## config.mk

```make
export PLATFORM = sky130hd
export DESIGN_NAME = ifetch_unit_flat
export DESIGN_NICKNAME = d
export VERILOG_FILES = /design/src/rtl/ifetch_if.sv /design/src/rtl/ifetch_unit.sv /design/src/flat_wrapper.sv
export SDC_FILE = /design/constraint.sdc
export NUM_CORES = 1
export LEC_CHECK = 0
export ABC_AREA = 1
export CAP_MARGIN = 20
export CORE_UTILIZATION = 51
export CTS_BUF_LIST = sky130_fd_sc_hd__clkbuf_8
export CTS_CLUSTER_DIAMETER = 40
export DETAILED_ROUTE_END_ITERATION = 8
export GPL_TIMING_DRIVEN = 0
export HOLD_SLACK_MARGIN = 0.15
export PLACE_DENSITY = 0.83
export SETUP_SLACK_MARGIN = 0.3
export SLEW_MARGIN = 25
export SYNTH_ARGS = -nofsm -noshare
export SYNTH_HDL_FRONTEND = slang
export SYNTH_SLANG_ARGS = --single-unit
```

## constraint.sdc

```tcl
create_clock -name clk -period 2.2 [get_ports clk]
set_clock_uncertainty 0.1 [all_clocks]
set_input_delay 0.44 -clock clk [delete_from_list [all_inputs] [get_ports clk]]
set_output_delay 0.44 -clock clk [all_outputs]
set_load 0.02 [all_outputs]
```

## src/rtl/ifetch_if.sv

```systemverilog
// Fetch-stage bundle: decode control, ROM address/data and the IF/ID register outputs.
// The fetch_fault line exists only when IFETCH_ALIGN_CHECK_EN is defined.
interface ifetch_if;
  logic        stall;
  logic        branch_taken;
  logic [31:0] branch_target;
  logic [31:0] rom_addr;
  logic [31:0] rom_instr;
  logic [31:0] if_instr;
  logic [31:0] if_pc;
  logic        if_valid;
  logic        active;
`ifdef IFETCH_ALIGN_CHECK_EN
  logic        fetch_fault;
`endif

  // Slave side is the fetch unit itself.
  modport slave (
    input  stall, branch_taken, branch_target, rom_instr,
    output rom_addr, if_instr, if_pc, if_valid, active
`ifdef IFETCH_ALIGN_CHECK_EN
    , output fetch_fault
`endif
  );

  modport master (
    output stall, branch_taken, branch_target, rom_instr,
    input  rom_addr, if_instr, if_pc, if_valid, active
`ifdef IFETCH_ALIGN_CHECK_EN
    , input fetch_fault
`endif
  );
endinterface

```

## src/rtl/ifetch_unit.sv

```systemverilog
// MIPS instruction-fetch stage: PC, IF/ID register, delay-slot branch sequencing and halt on jump to zero.
// Optional IFETCH_ALIGN_CHECK_EN: misaligned branch targets halt fetch and raise fetch_fault.
module ifetch_unit #(
  parameter logic [31:0] RESET_VECTOR = 32'hBFC0_0000,
  parameter logic [31:0] HALT_ADDR    = 32'h0000_0000
) (
  input  logic     clk,
  input  logic     rst_n,
  ifetch_if.slave  bus
);

  typedef enum logic [0:0] {
    ST_RUN    = 1'b0,
    ST_HALTED = 1'b1
  } state_t;

  state_t      r_state, w_state_nxt;
  logic [31:0] r_pc, w_pc_nxt;
  logic [31:0] r_if_instr, w_if_instr_nxt;
  logic [31:0] r_if_pc, w_if_pc_nxt;
  logic        r_if_valid, w_if_valid_nxt;
  logic        r_active, w_active_nxt;
  logic        r_pending, w_pending_nxt;
  logic [31:0] r_pend_tgt, w_pend_tgt_nxt;
  logic        w_have_tgt;
  logic [31:0] w_tgt_raw;
`ifdef IFETCH_ALIGN_CHECK_EN
  logic        r_fault, w_fault_nxt;
`endif

  // A fresh branch pulse always beats a target parked during a stall.
  assign w_have_tgt = bus.branch_taken | r_pending;
  assign w_tgt_raw  = bus.branch_taken ? bus.branch_target : r_pend_tgt;

  // Next-state and next-register values for the fetch FSM.
  always_comb begin
    w_state_nxt    = r_state;
    w_pc_nxt       = r_pc;
    w_if_instr_nxt = r_if_instr;
    w_if_pc_nxt    = r_if_pc;
    w_if_valid_nxt = r_if_valid;
    w_active_nxt   = r_active;
    w_pending_nxt  = r_pending;
    w_pend_tgt_nxt = r_pend_tgt;
`ifdef IFETCH_ALIGN_CHECK_EN
    w_fault_nxt    = r_fault;
`endif
    case (r_state)
      ST_RUN: begin
        if (bus.stall) begin
          if (bus.branch_taken) begin
            w_pending_nxt  = 1'b1;
            w_pend_tgt_nxt = bus.branch_target;
          end else begin
            w_pending_nxt  = r_pending;
          end
        end else if (r_pc == HALT_ADDR) begin
          // Delay slot of the jump was captured on the previous edge.
          w_state_nxt    = ST_HALTED;
          w_if_valid_nxt = 1'b0;
          w_active_nxt   = 1'b0;
          w_pending_nxt  = 1'b0;
`ifdef IFETCH_ALIGN_CHECK_EN
        end else if (w_have_tgt && (w_tgt_raw[1:0] != 2'b00)) begin
          w_state_nxt    = ST_HALTED;
          w_if_valid_nxt = 1'b0;
          w_active_nxt   = 1'b0;
          w_pending_nxt  = 1'b0;
          w_fault_nxt    = 1'b1;
`endif
        end else begin
          w_if_instr_nxt = bus.rom_instr;
          w_if_pc_nxt    = r_pc;
          w_if_valid_nxt = 1'b1;
          w_pending_nxt  = 1'b0;
          w_pc_nxt       = w_have_tgt ? (w_tgt_raw & 32'hFFFF_FFFC) : (r_pc + 32'd4);
        end
      end
      ST_HALTED: begin
        w_state_nxt = ST_HALTED;
      end
      default: begin
        w_state_nxt    = ST_HALTED;
        w_if_valid_nxt = 1'b0;
        w_active_nxt   = 1'b0;
      end
    endcase
  end

  // State and pipeline registers with asynchronous reset.
  always_ff @(posedge clk or negedge rst_n) begin
    if (!rst_n) begin
      r_state    <= ST_RUN;
      r_pc       <= RESET_VECTOR;
      r_if_instr <= 32'd0;
      r_if_pc    <= 32'd0;
      r_if_valid <= 1'b0;
      r_active   <= 1'b1;
      r_pending  <= 1'b0;
      r_pend_tgt <= 32'd0;
`ifdef IFETCH_ALIGN_CHECK_EN
      r_fault    <= 1'b0;
`endif
    end else begin
      r_state    <= w_state_nxt;
      r_pc       <= w_pc_nxt;
      r_if_instr <= w_if_instr_nxt;
      r_if_pc    <= w_if_pc_nxt;
      r_if_valid <= w_if_valid_nxt;
      r_active   <= w_active_nxt;
      r_pending  <= w_pending_nxt;
      r_pend_tgt <= w_pend_tgt_nxt;
`ifdef IFETCH_ALIGN_CHECK_EN
      r_fault    <= w_fault_nxt;
`endif
    end
  end

  assign bus.rom_addr = r_pc;
  assign bus.if_instr = r_if_instr;
  assign bus.if_pc    = r_if_pc;
  assign bus.if_valid = r_if_valid;
  assign bus.active   = r_active;
`ifdef IFETCH_ALIGN_CHECK_EN
  assign bus.fetch_fault = r_fault;
`endif

endmodule

```

## src/flat_wrapper.sv

```systemverilog
// flat-port wrapper written by rule: the top's interface ports become plain ports
module ifetch_unit_flat 
#(
  parameter logic [31:0] RESET_VECTOR = 32'hBFC0_0000,
  parameter logic [31:0] HALT_ADDR    = 32'h0000_0000
)
  (clk, rst_n, bus_stall, bus_branch_taken, bus_branch_target, bus_rom_instr, bus_rom_addr, bus_if_instr, bus_if_pc, bus_if_valid, bus_active);
  ifetch_if bus_i ();
  input  logic clk;
  input  logic rst_n;
  input wire logic [$bits(bus_i.stall)-1:0] bus_stall;
  input wire logic [$bits(bus_i.branch_taken)-1:0] bus_branch_taken;
  input wire logic [$bits(bus_i.branch_target)-1:0] bus_branch_target;
  input wire logic [$bits(bus_i.rom_instr)-1:0] bus_rom_instr;
  output wire logic [$bits(bus_i.rom_addr)-1:0] bus_rom_addr;
  output wire logic [$bits(bus_i.if_instr)-1:0] bus_if_instr;
  output wire logic [$bits(bus_i.if_pc)-1:0] bus_if_pc;
  output wire logic [$bits(bus_i.if_valid)-1:0] bus_if_valid;
  output wire logic [$bits(bus_i.active)-1:0] bus_active;
  assign bus_i.stall = bus_stall;
  assign bus_i.branch_taken = bus_branch_taken;
  assign bus_i.branch_target = bus_branch_target;
  assign bus_i.rom_instr = bus_rom_instr;
  assign bus_rom_addr = bus_i.rom_addr;
  assign bus_if_instr = bus_i.if_instr;
  assign bus_if_pc = bus_i.if_pc;
  assign bus_if_valid = bus_i.if_valid;
  assign bus_active = bus_i.active;
  ifetch_unit #(.RESET_VECTOR(RESET_VECTOR), .HALT_ADDR(HALT_ADDR)) u_core (.clk(clk), .rst_n(rst_n), .bus(bus_i));
endmodule
```

==> run summary, run 1 <==
RSZ-0062 raised after global routing - yes
FF-to-FF path depth - 12
die area - 12,940 um^2
Post-Synth Adder-Cell Area - 0.005892
Avg Cell Area, Syn - 7.223 um^2
Layout Nets - 1,165
Root Buffer - clkbuf_8
first-pass GRT wire length - 30,960 um
Via-to-Cell Ratio - 5.260
pin count of the biggest net entering global routing - 90
max incr delay on CP - 0.42 ns
DP Area - 8207 um^2
status - complete, no violations
WP depth - 12
most common cell in the netlist - nand2_1
Final period util - 0.8840
initial antenna violation count - 0
remaining antenna violation count - 0
area added between synthesis and finish - 46.09%
Synth Flop Type - dfrtp_1
gate count after technology mapping - 882
Slew @ Worst Pin - 0.5297 ns
# placed instances - 1,212
Yosys top cell area share - 0.4556
clock transition at the registers of the reported paths - 0.07 ns
leak pwr - 4.831 nW
CTS max path bufs - 2
flops & latches, synth - 126
die width - 113.8 um
fmax - 514.2 MHz
worst path bufs/invs - 4
Top Metal Used - met4
CTS sink count - 126
EDFF count, synth - 0
final worst path period need - 1.945 ns
startpoint types - flop
core area - 12,110 um^2
Mapped Area - 6371 um^2
vias in the first global route - 6,457
Vert. Die Dim - 113.8 um
gr ovfl total - 0
Top Ports - 166
final std cells w/o fill - 1,275
worst min-delay path category - in2async
count of pins over their slew limit - 0
TritonCTS buffer count - 17
layout cells sized above 1 - 0.1843
vias - 6,706
CP max stage cell - dfrtp_1
main combinational cell family by area after synthesis - simple AND/OR/NAND/NOR gates
sequential element share of the synthesized area - 0.4969
asr flop ratio synth - 1.000
fraction of synthesized area in multiplexers - 0.003142
Worst Setup End Kind - flop
Post-route DRC - 0
Tot GR Track Use - 0.3132
crit-path cells - inv_2 -> ha_4 -> inv_2 -> nor2_1 -> nand3_1 -> nor2_2 -> nand2_4 -> nand2_8 -> buf_12 -> clkbuf_16 -> nand2_2 -> nand2_1
Antenna Cells - 0
Hold Vio Cnt, Final - 0
wire per inst - 16.55 um
placed wire-length estimate - 13,560 um
MaxCap Viol Count - 0
CTS tree - done
met2 WL post-DR - 10,270 um
largest delay contributor family on the critical path - simple AND/OR/NAND/NOR gates
Ys Warns - 0
Setup violations, final - 0
Design Area, Final - 9308 um^2
XOR/XNOR share of the synthesized area - 0
Crit path required time - 2.49 ns
Met1 Routed Length - 8265 um
Starting Density - 0.5260
later-pin clock latency in the skew report - 0.46 ns
row count - 40
largest cells by area after synthesis - dfrtp_1, nand2_1, o21ai_0, nor2_1, dfstp_2
initial detailed-routing violation count - 583
Synth top cells by count - nand2_1, dfrtp_1, nor2_1
wirelength, routed - 21,110 um
crit path DAT - 2.24 ns
IO buf count - 158
critical path peak fanout - 8
H-tree depth - 4
Post-Synth Simple-Gate Area - 0.3193
most used cell, CP - inv_2
GP Congestion - 0.9070
Setup CP Type - reg2reg
Synth Area in Compound Gates - 0.08916
router iterations before antenna repair - 8
Worst slew margin - 0.6469
met3 WL - 1814 um
post-synth cell types - 23
area leader, netlist - dfrtp_1
maximum vdd drop - 0.0004186 V
PwrDens - 561.2 nW/um^2
[through the flow]
step | power [mW] | hold WS, ns | worst slack (ns) | setup TNS, ns | util
3_5_place_dp | 2.757 | 0.2271 | -0.04422 | -0.6478 | 0.6776
2_1_floorplan | 2.542 | 0.04441 | 0.3800 | 0 | -
6_report | 5.223 | 0.3462 | 0.2553 | 0 | 0.7685
4_1_cts | 5.210 | 0.3438 | 0.2961 | 0 | 0.7290
5_1_grt | 5.366 | 0.3639 | 0.2152 | 0 | 0.7685
3_3_place_gp | 2.744 | 0.3493 | -4.353 | -531.24 | 0.6749
[report_power, final]
part           total, mW  internal, mW  switching (mW)
registers           2.36          2.35          0.0102
logic              0.357         0.164           0.193
clock network       2.50          1.54           0.960
total               5.22          4.06            1.16
[kinds of logic after synthesis]
logic type / after synthesis
other: 1
and+or+nand+nor: 521
AOI/OAI and AO/OA: 113
DFF: 126
adders and majority gates: 3
buffers and inverters: 116
muxes: 2
[cell type report]
type	count	area [um^2]
Tap cell	168	210.2
Multi-Input combinational cell	643	2927
Clock buffer	20	275.3
Inverter	74	282.8
Timing Repair Buffer	190	1857
Clock inverter	12	215.2
Buffer	42	364.1
Sequential cell	126	3177
Fill cell	879	2804
[flip-flops by register name, indices dropped and copies added (netlist names)]
signal	flops
u_core.r_state	1
u_core.bus.active	1
u_core.bus.if_instr	32
u_core.bus.if_valid	1
u_core.r_pend_tgt	30
u_core.bus.if_pc	30
u_core.r_pending	1
u_core.bus.rom_addr	30
[worst paths after layout]
path,from,to,slack (ns)
min in group clk,u_core.bus.active,u_core.bus.active,0.36
min,rst_n,u_core.r_pend_tgt[24],0.35
max,u_core.bus.rom_addr[3],u_core.bus.rom_addr[27],0.26
max in group asynchronous,rst_n,u_core.bus.rom_addr[28],0.91
max reg2reg,u_core.bus.rom_addr[3],u_core.bus.rom_addr[27],0.26
min reg2reg,u_core.bus.active,u_core.bus.active,0.36
[placed cells by master (no fill, tap or decap), types with 4 or more instances in the layout]
master,count
conb_1,4
dfstp_2,10
clkdlybuf4s50_1,63
dfrtp_2,9
bufinv_16,6
nand2_2,35
o21ai_2,12
nor2_2,4
nand3_1,45
nor2_4,8
clkbuf_8,20
dfrtp_1,107
buf_4,27
nand2_4,5
inv_2,15
buf_8,9
buf_2,8
dlygate4sd2_1,83
inv_1,60
o21ai_0,70
clkbuf_16,7
nand2_1,339
buf_6,5
clkbuf_1,12
o21ai_1,27
nor2_1,82
clkbuf_2,8
[per-layer routing]
layer	GRT usage	vias to the layer above
li1	-	3148
met1	0.3819	3134
met2	0.5236	356
met3	0.08927	68
met4	0.1299	0
met5	0	-
[worst reg2reg max path: stages, from the launching register on]
cell and delay, ns:
dfrtp_1 0.42, inv_2 0.11, ha_4 0.14, inv_2 0.03, nor2_1 0.07, nand3_1 0.09
nor2_2 0.16, nand2_4 0.10, nand2_8 0.18, buf_12 0.19, clkbuf_16 0.18, nand2_2 0.06
nand2_1 0.06
[what timing repair did]
action,CTS,global route
setup endpoints to repair,187,104
hold endpoints to repair,47,0
cloned,1,7
resized for setup,136,124
hold buffers,1,0
pin swaps,4,22
setup buffers,17,5
No activity file was read; power rests on OpenSTA's default activity.
==> run 2, diff against run 1 <==
--- a/config.mk
+++ b/config.mk
@@ -10,6 +10,7 @@
 export CORE_UTILIZATION = 51
 export CTS_BUF_LIST = sky130_fd_sc_hd__clkbuf_8
 export CTS_CLUSTER_DIAMETER = 40
+export CTS_CLUSTER_SIZE = 20
 export DETAILED_ROUTE_END_ITERATION = 8
 export GPL_TIMING_DRIVEN = 0
 export HOLD_SLACK_MARGIN = 0.15
==> results of run 2 <==
Final layout, timing and power as in run 1 (identical DEF).
